File: config.mk
export PLATFORM = sky130hd
export DESIGN_NAME = training_sequencer
export DESIGN_NICKNAME = d
export VERILOG_FILES = /design/src/rtl/neuron_ctrl_pkg.sv /design/src/rtl/abs_err_accum.sv /design/src/rtl/training_sequencer.sv
export SDC_FILE = /design/constraint.sdc
export NUM_CORES = 1
export LEC_CHECK = 0
export CAP_MARGIN = 10
export CORE_MARGIN = 2
export CORE_UTILIZATION = 40
export DETAILED_ROUTE_END_ITERATION = 12
export PLACE_DENSITY = 0.78
export SYNTH_ARGS = -nofsm -noshare
export SYNTH_HDL_FRONTEND = slang
export SYNTH_SLANG_ARGS = --single-unit
File: constraint.sdc
create_clock -name clk -period 4.3 [get_ports clk]
set_input_delay 0.645 -clock clk [delete_from_list [all_inputs] [get_ports clk]]
set_output_delay 0.645 -clock clk [all_outputs]
set_load 0.01 [all_outputs]
File: src/rtl/neuron_ctrl_pkg.sv
// Shared types and constants for the neuron training sequencer.
package neuron_ctrl_pkg;

  localparam int unsigned ERR_W = 16;
  localparam int unsigned ACC_W = 24;
  localparam int unsigned Q_W   = 16;

  localparam logic [Q_W-1:0] ONE_Q88 = 16'h0100;

  typedef enum logic [2:0] {
    S_IDLE,
    S_PRESENT,
    S_SETTLE,
    S_LEARN,
    S_EPOCH_END,
    S_DONE
  } state_t;

  // XOR training target in Q8.8 for a 2-bit sample.
  function automatic logic [Q_W-1:0] xor_target(input logic [1:0] s);
    return (s[0] ^ s[1]) ? ONE_Q88 : '0;
  endfunction

endpackage

File: src/rtl/abs_err_accum.sv
// Absolute error |expected - net_out| with saturating 24-bit accumulation.
module abs_err_accum
  import neuron_ctrl_pkg::*;
(
  input  logic             clk,
  input  logic             rst_n,
  input  logic             clr,
  input  logic             en,
  input  logic [Q_W-1:0]   expected,
  input  logic [Q_W-1:0]   net_out,
  output logic [ACC_W-1:0] acc
);

  localparam int unsigned DIFF_W = Q_W + 1;
  localparam int unsigned SUM_W  = ACC_W + 1;

  logic signed [DIFF_W-1:0] diff_c;
  logic        [ERR_W-1:0]  abs_err_c;
  logic        [SUM_W-1:0]  sum_c;

  // Sign-extended difference; 17 bits hold the full range so |-32768| = 32768.
  always_comb begin
    diff_c    = $signed({expected[Q_W-1], expected}) - $signed({net_out[Q_W-1], net_out});
    abs_err_c = diff_c[DIFF_W-1] ? ERR_W'(-diff_c) : ERR_W'(diff_c);
    sum_c     = {1'b0, acc} + SUM_W'(abs_err_c);
  end

  // Accumulator register: clear has priority, carry-out saturates to all ones.
  always_ff @(posedge clk) begin
    if (!rst_n || clr) begin
      acc <= '0;
    end else if (en) begin
      acc <= sum_c[ACC_W] ? '1 : sum_c[ACC_W-1:0];
    end
  end

endmodule

File: src/rtl/training_sequencer.sv
// Epoch/sample sequencer driving XOR training of a small neuron network.
module training_sequencer
  import neuron_ctrl_pkg::*;
#(
  parameter int unsigned N_SAMPLES  = 4,
  parameter int unsigned FWD_LAT    = 2,
  parameter int unsigned MAX_EPOCHS = 1000
) (
  input  logic             clk,
  input  logic             rst_n,
  input  logic             start,
  input  logic             stop,
  input  logic [ACC_W-1:0] err_thresh,
  input  logic [Q_W-1:0]   net_out,
  output logic [1:0]       sample_in,
  output logic [31:0]      enabled,
  output logic [Q_W-1:0]   expected,
  output logic             learn_pulse,
  output logic             busy,
  output logic             done,
  output logic             converged,
  output logic [15:0]      epoch_cnt,
  output logic [ACC_W-1:0] epoch_err
);

  localparam int unsigned IDX_W = (N_SAMPLES > 1) ? $clog2(N_SAMPLES) : 1;
  localparam int unsigned CNT_W = (FWD_LAT > 1) ? $clog2(FWD_LAT) : 1;

  localparam logic [IDX_W-1:0] IDX_LAST   = IDX_W'(N_SAMPLES - 1);
  localparam logic [CNT_W-1:0] SETTLE_LD  = CNT_W'(FWD_LAT - 1);
  localparam logic [15:0]      EPOCH_LAST = 16'(MAX_EPOCHS - 1);
  localparam logic [31:0]      EN_MASK    = 32'h0000_0003;

  state_t           state;
  logic [IDX_W-1:0] idx;
  logic [CNT_W-1:0] settle_cnt;
  logic [ACC_W-1:0] acc;
  logic             acc_clr_c;
  logic             acc_en_c;

  // Target follows the presented sample directly.
  assign expected = xor_target(sample_in);

  // Accumulator is idle-cleared and restarted at each epoch boundary after being read.
  assign acc_clr_c = (state == S_IDLE) || (state == S_EPOCH_END);
  assign acc_en_c  = (state == S_SETTLE) && (settle_cnt == '0) && !stop;

  abs_err_accum u_accum (
    .clk      (clk),
    .rst_n    (rst_n),
    .clr      (acc_clr_c),
    .en       (acc_en_c),
    .expected (expected),
    .net_out  (net_out),
    .acc      (acc)
  );

  // Sequencer FSM with registered outputs; stop pre-empts every state.
  always_ff @(posedge clk) begin
    if (!rst_n) begin
      state       <= S_IDLE;
      idx         <= '0;
      settle_cnt  <= '0;
      sample_in   <= '0;
      enabled     <= '0;
      learn_pulse <= 1'b0;
      busy        <= 1'b0;
      done        <= 1'b0;
      converged   <= 1'b0;
      epoch_cnt   <= '0;
      epoch_err   <= '0;
    end else begin
      learn_pulse <= 1'b0;
      if (stop) begin
        state   <= S_IDLE;
        busy    <= 1'b0;
        enabled <= '0;
        done    <= 1'b0;
      end else begin
        case (state)
          S_IDLE: begin
            if (start) begin
              idx       <= '0;
              sample_in <= '0;
              epoch_cnt <= '0;
              epoch_err <= '0;
              done      <= 1'b0;
              converged <= 1'b0;
              busy      <= 1'b1;
              enabled   <= EN_MASK;
              state     <= S_PRESENT;
            end
          end
          S_PRESENT: begin
            settle_cnt <= SETTLE_LD;
            state      <= S_SETTLE;
          end
          S_SETTLE: begin
            if (settle_cnt == '0) begin
              learn_pulse <= 1'b1;
              state       <= S_LEARN;
            end else begin
              settle_cnt <= settle_cnt - CNT_W'(1);
            end
          end
          S_LEARN: begin
            if (idx == IDX_LAST) begin
              state <= S_EPOCH_END;
            end else begin
              idx       <= idx + IDX_W'(1);
              sample_in <= 2'(idx + IDX_W'(1));
              state     <= S_PRESENT;
            end
          end
          S_EPOCH_END: begin
            epoch_err <= acc;
            epoch_cnt <= epoch_cnt + 16'd1;
            if (acc <= err_thresh) begin
              converged <= 1'b1;
              done      <= 1'b1;
              busy      <= 1'b0;
              enabled   <= '0;
              state     <= S_DONE;
            end else if (epoch_cnt == EPOCH_LAST) begin
              converged <= 1'b0;
              done      <= 1'b1;
              busy      <= 1'b0;
              enabled   <= '0;
              state     <= S_DONE;
            end else begin
              idx       <= '0;
              sample_in <= '0;
              state     <= S_PRESENT;
            end
          end
          S_DONE: begin
            state <= S_DONE;
          end
          default: begin
            state <= S_IDLE;
          end
        endcase
      end
    end
  end

endmodule

==> flow_summary.toml <==
[synthesis]
synth_warnings = 0
synth_area_um2 = 5330
synth-async-reset-ratio = 0
synth_cells = 661
synth_top_area_frac = 0.278
synthTopCellsByCount = "74 x dfxtp_1, 47 x buf_4, 46 x ha_1"
synth_edf_count = 0
ys_ff_latch = 74
synth_flop_cell = "dfxtp_1"
synth.distinct_cells = 58
avgSynthCellArea_um2 = 8.06
synth_seq_area_share = 0.278
synth_top_area_cell = "dfxtp_1"
synth_most_common_cell = "dfxtp_1"
synth_area_leaders = "dfxtp_1 28%, ha_1 11%, buf_4 6.6%"

[clock_network]
clk_latency_ps = 340
clk_pin_slew_ps = 60
cts_tree = "built"
clock_sinks = 74
numCtsBuffers = 9
hold_buffers = 0
cts_htree_levels = 3
clockBufferDepth = 2
cts_root_buf = "clkbuf_16"

[timing]
clock_skew_ps = 5.23
slew_viol_final = 0
final_hold_viol_count = 0
worstMarginPinSlew_ps = 989
final.setup.worst_slack_ps = 96.2
slew-limit-headroom = 0.336
final.setup.tns_ps = 0
fin_crit_ps = 4200
setup_viol = 0
fin_crit_sh = 0.978
fmax_mhz = 238

[die]
fp.coreArea_um2 = 13100
pin_count = 138
num_rows = 42
start_util = 0.406
die_height_um = 119
die_area_um2 = 14300
die_w_um = 119

[global_route]
antenna_found_initial = 1
first_global_vias = 4917
grt_first_pass_wirelength_um = 23100
grt_max_degree = 28
overflow = 0
grt_use_total = 0.197

[pwr]
power_frac_seq = 0.398
net-switching-power_uw = 458
leakage_nw = 3.05
intPower_mw = 1.28
comb_power_share = 0.171
swShare = 0.263
p_clk_frac = 0.431
ir_drop_v = 0.000198
pwr_density_cell_nw_per_um2 = 237

[cells_and_area]
diodes = 0
final_cell_area_um2 = 7340
layout.nets = 916
fill_cells = 1188
area_growth_pct = 37.9
drive_gt1_frac = 0.164
utilization = 0.559

[placement]
place_hpwl_um = 10700
preCtsSetupSlack_ps = -420
place_area_um2 = 6790
place_congestion = 0.884
port_buffers = 92

[hold_path]
min_to = "done"
min_path_type = "reg -> reg"
hold_start = "done"
holdPathStages = 2

[critical_path]
critPathKind = "in -> reg"
path_max_fanout = 7
end_kind = "flip-flop"
critPathRequiredTime_ps = 4550
r2r-start = "idx[0]"
startpoint_type = "input port"
crit_arrival_ps = 4450
ff2ff_path_depth = 18
regToRegEndpoint = "u_accum.acc[17]"
rrSetupSlack_ps = 190

[flow_run]
max-cap-violations = 0

[routing]
first_pass_iters = 4
drc = 0
via_per_inst = 5.19
routed-via-count = 5224
drt_iter0_markers = 226
wl_met2_um = 7210
wl_per_cell_um = 14.4
ant_nets = 0
maxUsedRoutingLayer = "met5"
wl_um = 14500
wl_met1_um = 6380
dr_wl_met3_um = 625

[run_status]
outcome = "finished clean"
[layout make-up]
| class | instances | area (um2) | area share |
|---|---|---|---|
| Clock inverter | 7 | 70.1 | 0.00954 |
| Clock buffer | 9 | 225 | 0.0307 |
| Inverter | 36 | 135 | 0.0184 |
| Multi-Input combinational cell | 527 | 3630 | 0.495 |
| Sequential cell | 74 | 1480 | 0.202 |
| Timing Repair Buffer | 177 | 1580 | 0.215 |
| Tap cell | 176 | 220 | 0.0300 |
[sequential cells by signal (all words and copies together) (netlist names)]
signal / cells
state: 3
done: 1
epoch_err: 24
idx: 2
u_accum.acc: 24
converged: 1
enabled: 1
settle_cnt: 1
epoch_cnt: 16
learn_pulse: 1
[critical path, cell delays in order]
cell and delay, ps:
clkdlybuf4s50_1 450, inv_1 70, ha_4 260, buf_4 150
a41oi_2 160, nor2_2 60, buf_4 150, a21o_1 150
a21o_1 190, o21bai_1 220, mux2i_2 350, ha_1 250
nand4_1 170, nor4_2 310, a22o_1 180, a31oi_1 40
buf_4 180, o21a_1 210, a211oi_1 240
[worst max-delay path by stage]
stage,depth (start not counted),start,to
finish,19,net_out[8],u_accum.acc[17]
global route,19,net_out[8],u_accum.acc[21]
CTS,19,net_out[0],u_accum.acc[21]
detailed placement,19,net_out[0],u_accum.acc[21]
global placement,19,net_out[0],u_accum.acc[19]
floorplan,16,net_out[1],u_accum.acc[17]
[metrics by stage]
stage          hold slack, ps  cells  total power, mW
3_3_place_gp              473    982            0.977
2_1_floorplan             475    705            0.886
4_1_cts                   482    999             1.72
3_5_place_dp              471    982            0.981
5_1_grt                   504   1006             1.79
6_report                  481   1006             1.74
[power by group through the flow]
stage	Sequential, mW	Combinational [mW]	Clock [mW]
floorplan	0.704	0.182	0
global placement	0.706	0.270	0
detailed placement	0.706	0.274	0
CTS	0.691	0.278	0.755
global route	0.692	0.324	0.778
finish	0.691	0.297	0.750
[kinds of logic (layout without fill, tap and decap cells)]
| logic type | count (synthesis) | after routing | share of synthesized area |
|---|---|---|---|
| buffers and inverters | 104 | 229 | 0.107 |
| DFF | 74 | 74 | 0.278 |
| xor gates and xnor gates | 54 | 54 | 0.0888 |
| adders and majority gates | 47 | 47 | 0.112 |
| muxes | 4 | 4 | 0.00752 |
| and+or+nand+nor | 208 | 208 | 0.205 |
| other | 1 | 45 | 0.000704 |
| AOI/OAI and AO/OA | 169 | 169 | 0.201 |
[placed cells by master (no fill, tap or decap), drive strengths merged, types with 6 or more instances in the layout]
cell type,count
nor2,46
a31oi,9
a22oi,26
and3,7
nor4,9
or3,6
xnor2,26
nor2b,34
inv,36
conb,45
dfxtp,74
buf,85
nand2,39
nand4,17
and2,9
nand3,12
nor3,16
clkbuf,9
clkdlybuf4s50,89
a21o,10
ha,46
xor2,28
a21oi,44
o21ai,44
[metal layers]
metal | vias up | global-route usage
met5 | - | 0
met4 | 2 | 0.0684
met3 | 23 | 0.0268
met2 | 151 | 0.343
met1 | 2448 | 0.250
li1 | 2600 | -
[what timing repair did]
action / CTS / global route
gates cloned: 0 / 0
resized for setup: 2 / 36
buffers inserted: 1 / 7
pin swaps: 1 / 11
setup endpoints to repair: 5 / 24
No activity file was read; power rests on OpenSTA's default activity.
==> patch 1, RTL diff (same settings) <==
Encoding of `state_t`: now one-hot (6 bits for 6 states).
--- a/src/rtl/neuron_ctrl_pkg.sv
+++ b/src/rtl/neuron_ctrl_pkg.sv
@@ -7,13 +7,13 @@
 
   localparam logic [Q_W-1:0] ONE_Q88 = 16'h0100;
 
-  typedef enum logic [2:0] {
-    S_IDLE,
-    S_PRESENT,
-    S_SETTLE,
-    S_LEARN,
-    S_EPOCH_END,
-    S_DONE
+  typedef enum logic [5:0] {
+    S_IDLE      = 6'b000001,
+    S_PRESENT   = 6'b000010,
+    S_SETTLE    = 6'b000100,
+    S_LEARN     = 6'b001000,
+    S_EPOCH_END = 6'b010000,
+    S_DONE      = 6'b100000
   } state_t;
 
   // XOR training target in Q8.8 for a 2-bit sample.
Check against the original RTL: same outputs for any inputs over 10 cycles, from zero or initial values and one cycle with rst_n low; not proved beyond that.
==> patch 1 against the original RTL <==
Setup slack better by 30 ps; sequential share of layout area fell by 0.27 points; synthesized cell count is 2.0% higher; worst hold slack worse by 18 ps; critical path depth down 4; total power increased by 2.9%; global-route usage shrank 0.24 points; sequential cell count grew 3; routed wire length is 2.6% higher; die area up 5.6%; largest cell class unchanged; critical path type unchanged; first-iteration DRC count rose by 46%; cell area rose by 5.6%; synthesized area is 5.8% higher; register-to-register slack improved by 20 ps; critical endpoint is now u_accum.acc[4]$_SDFFE_PP0P_.
==> patch 1: results (changes against the original RTL) <==
** Status
- The run finished with clean final reports.

** Logic synthesis
- Ranking of synthesized cells by instance count :: sky130_fd_sc_hd__dfxtp_1 (77), sky130_fd_sc_hd__nor2_1 (48), sky130_fd_sc_hd__buf_4 (47)
- The share of the yosys chip area belonging to registers came to 27.3% (-0.47 points).
- Share of the synthesized area in compound gates (AO/OA/AOI/OAI) :: 21.3% (+1.2 points)
- Mapped Avg Cell Area :: 8.37 sq um (+3.8%)
- Post-synthesis share of cell area spent on xor and xnor gates :: 8.08% (-0.80 points)
- Yosys cell types :: 66 (+14%)
- Mux contribution to synthesized area :: 0.910% (+0.16 points)
- The adder-cell share of the synthesized area is 10.6% (-0.62 points).

** Routing
- Routed length on met2 :: 7310 um (+1.4%)
- The average routed wire per standard cell was 14.4 um (about the same).
- DR pass1 iterations :: 5 (+1)
- The vias per cell is 5.21 (+0.39%).
- The total via count in the routed design was 5380 (+3.0%).
- Met1 Wirelength :: 6540 um (+2.6%)

** Pwr
- Net switching power figure :: 0.455 mW (-0.73%)
- The total power draw came to 1.79 mW (+2.9%).
- Sequential share of power :: 40.2% (+0.4 points)
- The leakage component of the power is 3.22 nW (+5.8%).
- Worst supply voltage drop on vdd :: 0.154 mV (-22%)
- Share of total power in the clock network :: 41.8% (-1.3 points)

** Place
- The detailed placer's ending HPWL was 11100 um (+3.7%).
- Worst setup slack before clock tree synthesis :: -540 ps (-120 ps)
- Placed insts :: 1004 (+2.2%)
- The placed standard-cell area came to 7210 sq um (+6.1%).

** Final layout
- Share of layout cells above drive strength 1 :: 20.5% (+4.2 points)
- Layout area overhead :: 37.5%
- Number of nets at the end of the flow :: 940 (+2.6%)

** Setup path
- Worst reg2reg path depth :: 15 (-3)
- Capturing point of the worst reg2reg path :: u_accum.acc[4]$_SDFFE_PP0P_
- The largest fanout on the critical path was 16 (+9).
- Setup slack of the worst register-to-register path :: 210 ps (+20 ps)
- The arrival time at the worst endpoint came to 4400 ps (-50 ps).
- Worst path max stage delay :: 500 ps (+50 ps)

** Global route
- The number of antenna violations at the first check in global routing is 0 (-1).
- Met3 usage :: 3.11% (+0.43 points)
- Wire length of the first global-routing pass :: 23600 um (+2.1%)
- Maximum number of pins on one net before global-route repair :: 31 (+11%)
- GR Util met2 :: 33.3% (-1.1 points)
- The all-layer global routing usage is 19.5% (-0.24 points).

** STA
- The maximum clock frequency came to 240 MHz (+0.73%).

** Clock tree
- The number of gates resized after CTS was 7 (+5).
- Number of setup buffers added after CTS :: 3 (+2)
patch 1: area by class of cell:
class | count | area share, %
Clock inverter | 4 | 0.645
Multi-Input combinational cell | 528 | 49.5
Tap cell | 180 | 2.90
Inverter | 38 | 1.84
Sequential cell | 77 | 19.9
Timing Repair Buffer | 195 | 22.2
Clock buffer | 10 | 3.08
patch 1: worst max path at each step:
stage | startpoint | slack (ps) | to | cells past startpoint
finish | net_out[3] | 130 | u_accum.acc[4]$_SDFFE_PP0P_ | 15
global route | net_out[3] | -70 | u_accum.acc[13]$_SDFFE_PP0P_ | 15
CTS | net_out[0] | 10 | u_accum.acc[18]$_SDFFE_PP0P_ | 19
detailed placement | net_out[0] | -540 | u_accum.acc[4]$_SDFFE_PP0P_ | 18
global placement | net_out[0] | -450 | u_accum.acc[15]$_SDFFE_PP0P_ | 18
floorplan | net_out[0] | 10 | u_accum.acc[0]$_SDFFE_PP0P_ | 20
==> patch 2, RTL diff (same settings) <==
Made on the original files. The parameter `N_SAMPLES` goes from 4 to 8.
--- a/src/rtl/training_sequencer.sv
+++ b/src/rtl/training_sequencer.sv
@@ -2,7 +2,7 @@
 module training_sequencer
   import neuron_ctrl_pkg::*;
 #(
-  parameter int unsigned N_SAMPLES  = 4,
+  parameter int unsigned N_SAMPLES  = 8,
   parameter int unsigned FWD_LAT    = 2,
   parameter int unsigned MAX_EPOCHS = 1000
 ) (
Function: no difference found for any inputs over 10 cycles, from zero or initial values and one cycle with rst_n low; that may be too few to reach the edited logic, so the function may still have changed.
==> patch 2 against the original RTL <==
Setup slack worse by 120 ps; clock skew increased by 1.5 ps; first-iteration DRC count grew 41%; largest power group unchanged; global-route usage rose by 0.31 points; total power rose by 5.7%; sequential cell count increased by 1; core utilization is 1.3 points higher; the flow now finishes with violations (setup timing); synthesized area is 4.6% higher; combinational power rose by 9.1%; cell area rose by 6.9%; die area rose by 4.5%; routed wire length is 2.5% higher; synthesized cell count is 3.6% higher.
==> patch 2: results (changes against the original RTL) <==
** Status
- Result of the run :: finished, violations left
- The checks that failed: setup timing.

** Final layout
- The share of final-layout standard cells stronger than drive strength 1 is 20.7% (+4.3 points).
- The final net count was 953 (+4.0%).

** Pwr
- Pleak :: 3.34 nW (+9.7%)
- Worst supply voltage drop on vdd :: 0.170 mV (-14%)
- The internal power is 1.37 mW (+7.3%).

** Setup path
- The largest fanout on the critical path came to 4 (-3).
- On the critical path the largest part of the delay comes from simple AND/OR/NAND/NOR gates.
- Critical path launch point type :: flip-flop
- Worst path max stage delay :: 420 ps (-30 ps)
- Slowest cell on crit path :: sky130_fd_sc_hd__o32a_1
- The arrival time at the worst endpoint is 4490 ps (+40 ps).

** STA
- The final setup slack of the worst path came to -19.7 ps (-116 ps).
- Slew @ Worst Pin :: 1220 ps (+233 ps)
- Final clock skew :: 6.71 ps (+1.48 ps)
- # setup viols final :: 3 (+3)

** Global route
- Global Route Usage Sum :: 20.0% (+0.31 points)
- Wire length of the first global-routing pass :: 24200 um (+4.4%)
- Number of antenna violations at the first check in global routing :: 0 (-1)

** Logic synthesis
- Sequential-to-total area share from yosys stat :: 26.9% (-0.87 points)
- Yosys cell types :: 70 (+21%)
- By area the synthesized netlist is led by sky130_fd_sc_hd__dfxtp_1 (27%), sky130_fd_sc_hd__ha_1 (11%), sky130_fd_sc_hd__buf_4 (6.6%).

** Routing
- DR iter-0 viols :: 318 (+41%)
- Per-cell via count in the routed design :: 5.16 (-0.60%)

** Place
- The placed standard-cell area was 7180 sq um (+5.7%).
- The worst slack at placement was -630 ps (-210 ps).
- The routability congestion estimate was 0.876 (-0.89%).

** Min path
- Critical hold path startpoint :: idx[2]$_SDFFE_PN0P_
[patch 2: timing repair]
action,4_1_cts,5_1_grt
resized for setup,35,27
buffers inserted,7,5
pin swaps,29,30
gates cloned,1,0
setup endpoints to repair,24,24
[patch 2: power groups by stage]
stage | combinational (mW) | sequential (mW) | clock [mW]
finish | 0.324 | 0.700 | 0.813
CTS | 0.313 | 0.700 | 0.816
global placement | 0.294 | 0.716 | 0
floorplan | 0.199 | 0.714 | 0
detailed placement | 0.299 | 0.716 | 0
global route | 0.356 | 0.700 | 0.847
[patch 2: layer usage]
metal | up-vias | part of all wire (%) | global-route usage (%)
li1 | 2697 | - | -
met1 | 2541 | 44 | 24.8
met2 | 132 | 50 | 36.0
met3 | 24 | 4.1 | 2.81
met4 | 0 | 2.0 | 5.60
met5 | - | 0 | 0
[patch 2: final cells by class]
| cell class | count | area, sq um |
|---|---|---|
| inverters | 40 | 170 |
| well taps | 180 | 225 |
| clock buffers | 10 | 239 |
| multi-input cells | 540 | 3880 |
| repair buffers | 195 | 1750 |
| clock inverters | 5 | 77.6 |
| flip-flops and latches | 75 | 1510 |
| fillers | 1196 | 5870 |
[patch 2: per-stage QoR]
| stage | power (mW) | std cells |
|---|---|---|
| after floorplan | 0.913 | 729 |
| after global placement | 1.01 | 1016 |
| after detailed placement | 1.01 | 1016 |
| after CTS | 1.83 | 1039 |
| after global routing | 1.90 | 1045 |
| final | 1.84 | 1045 |
[patch 2: cells by family after synthesis]
| family | synth area share (%) |
|---|---|
| other | 0.0673 |
| AO/OA/AOI/OAI | 19.2 |
| XOR/XNOR | 8.01 |
| multiplexers | 1.46 |
| flip-flops | 26.9 |
| buffers and inverters | 11.3 |
| adder cells (fa/ha/maj) | 10.9 |
| AND/OR/NAND/NOR | 22.1 |
[patch 2: path summary, 6_finish.rpt]
path,to,slack (ps),depth (start not counted)
max,u_accum.acc[22]$_SDFFE_PP0P_,-20,18
min,idx[2]$_SDFFE_PN0P_,470,2
max reg2reg,u_accum.acc[22]$_SDFFE_PP0P_,-20,18
min reg2reg,idx[2]$_SDFFE_PN0P_,470,2
[patch 2: tightest hold or removal path, cell delays in order, from the launching register on]
cell,delay (ps)
sky130_fd_sc_hd__dfxtp_1,310
sky130_fd_sc_hd__inv_1,40
sky130_fd_sc_hd__o21ai_0,60
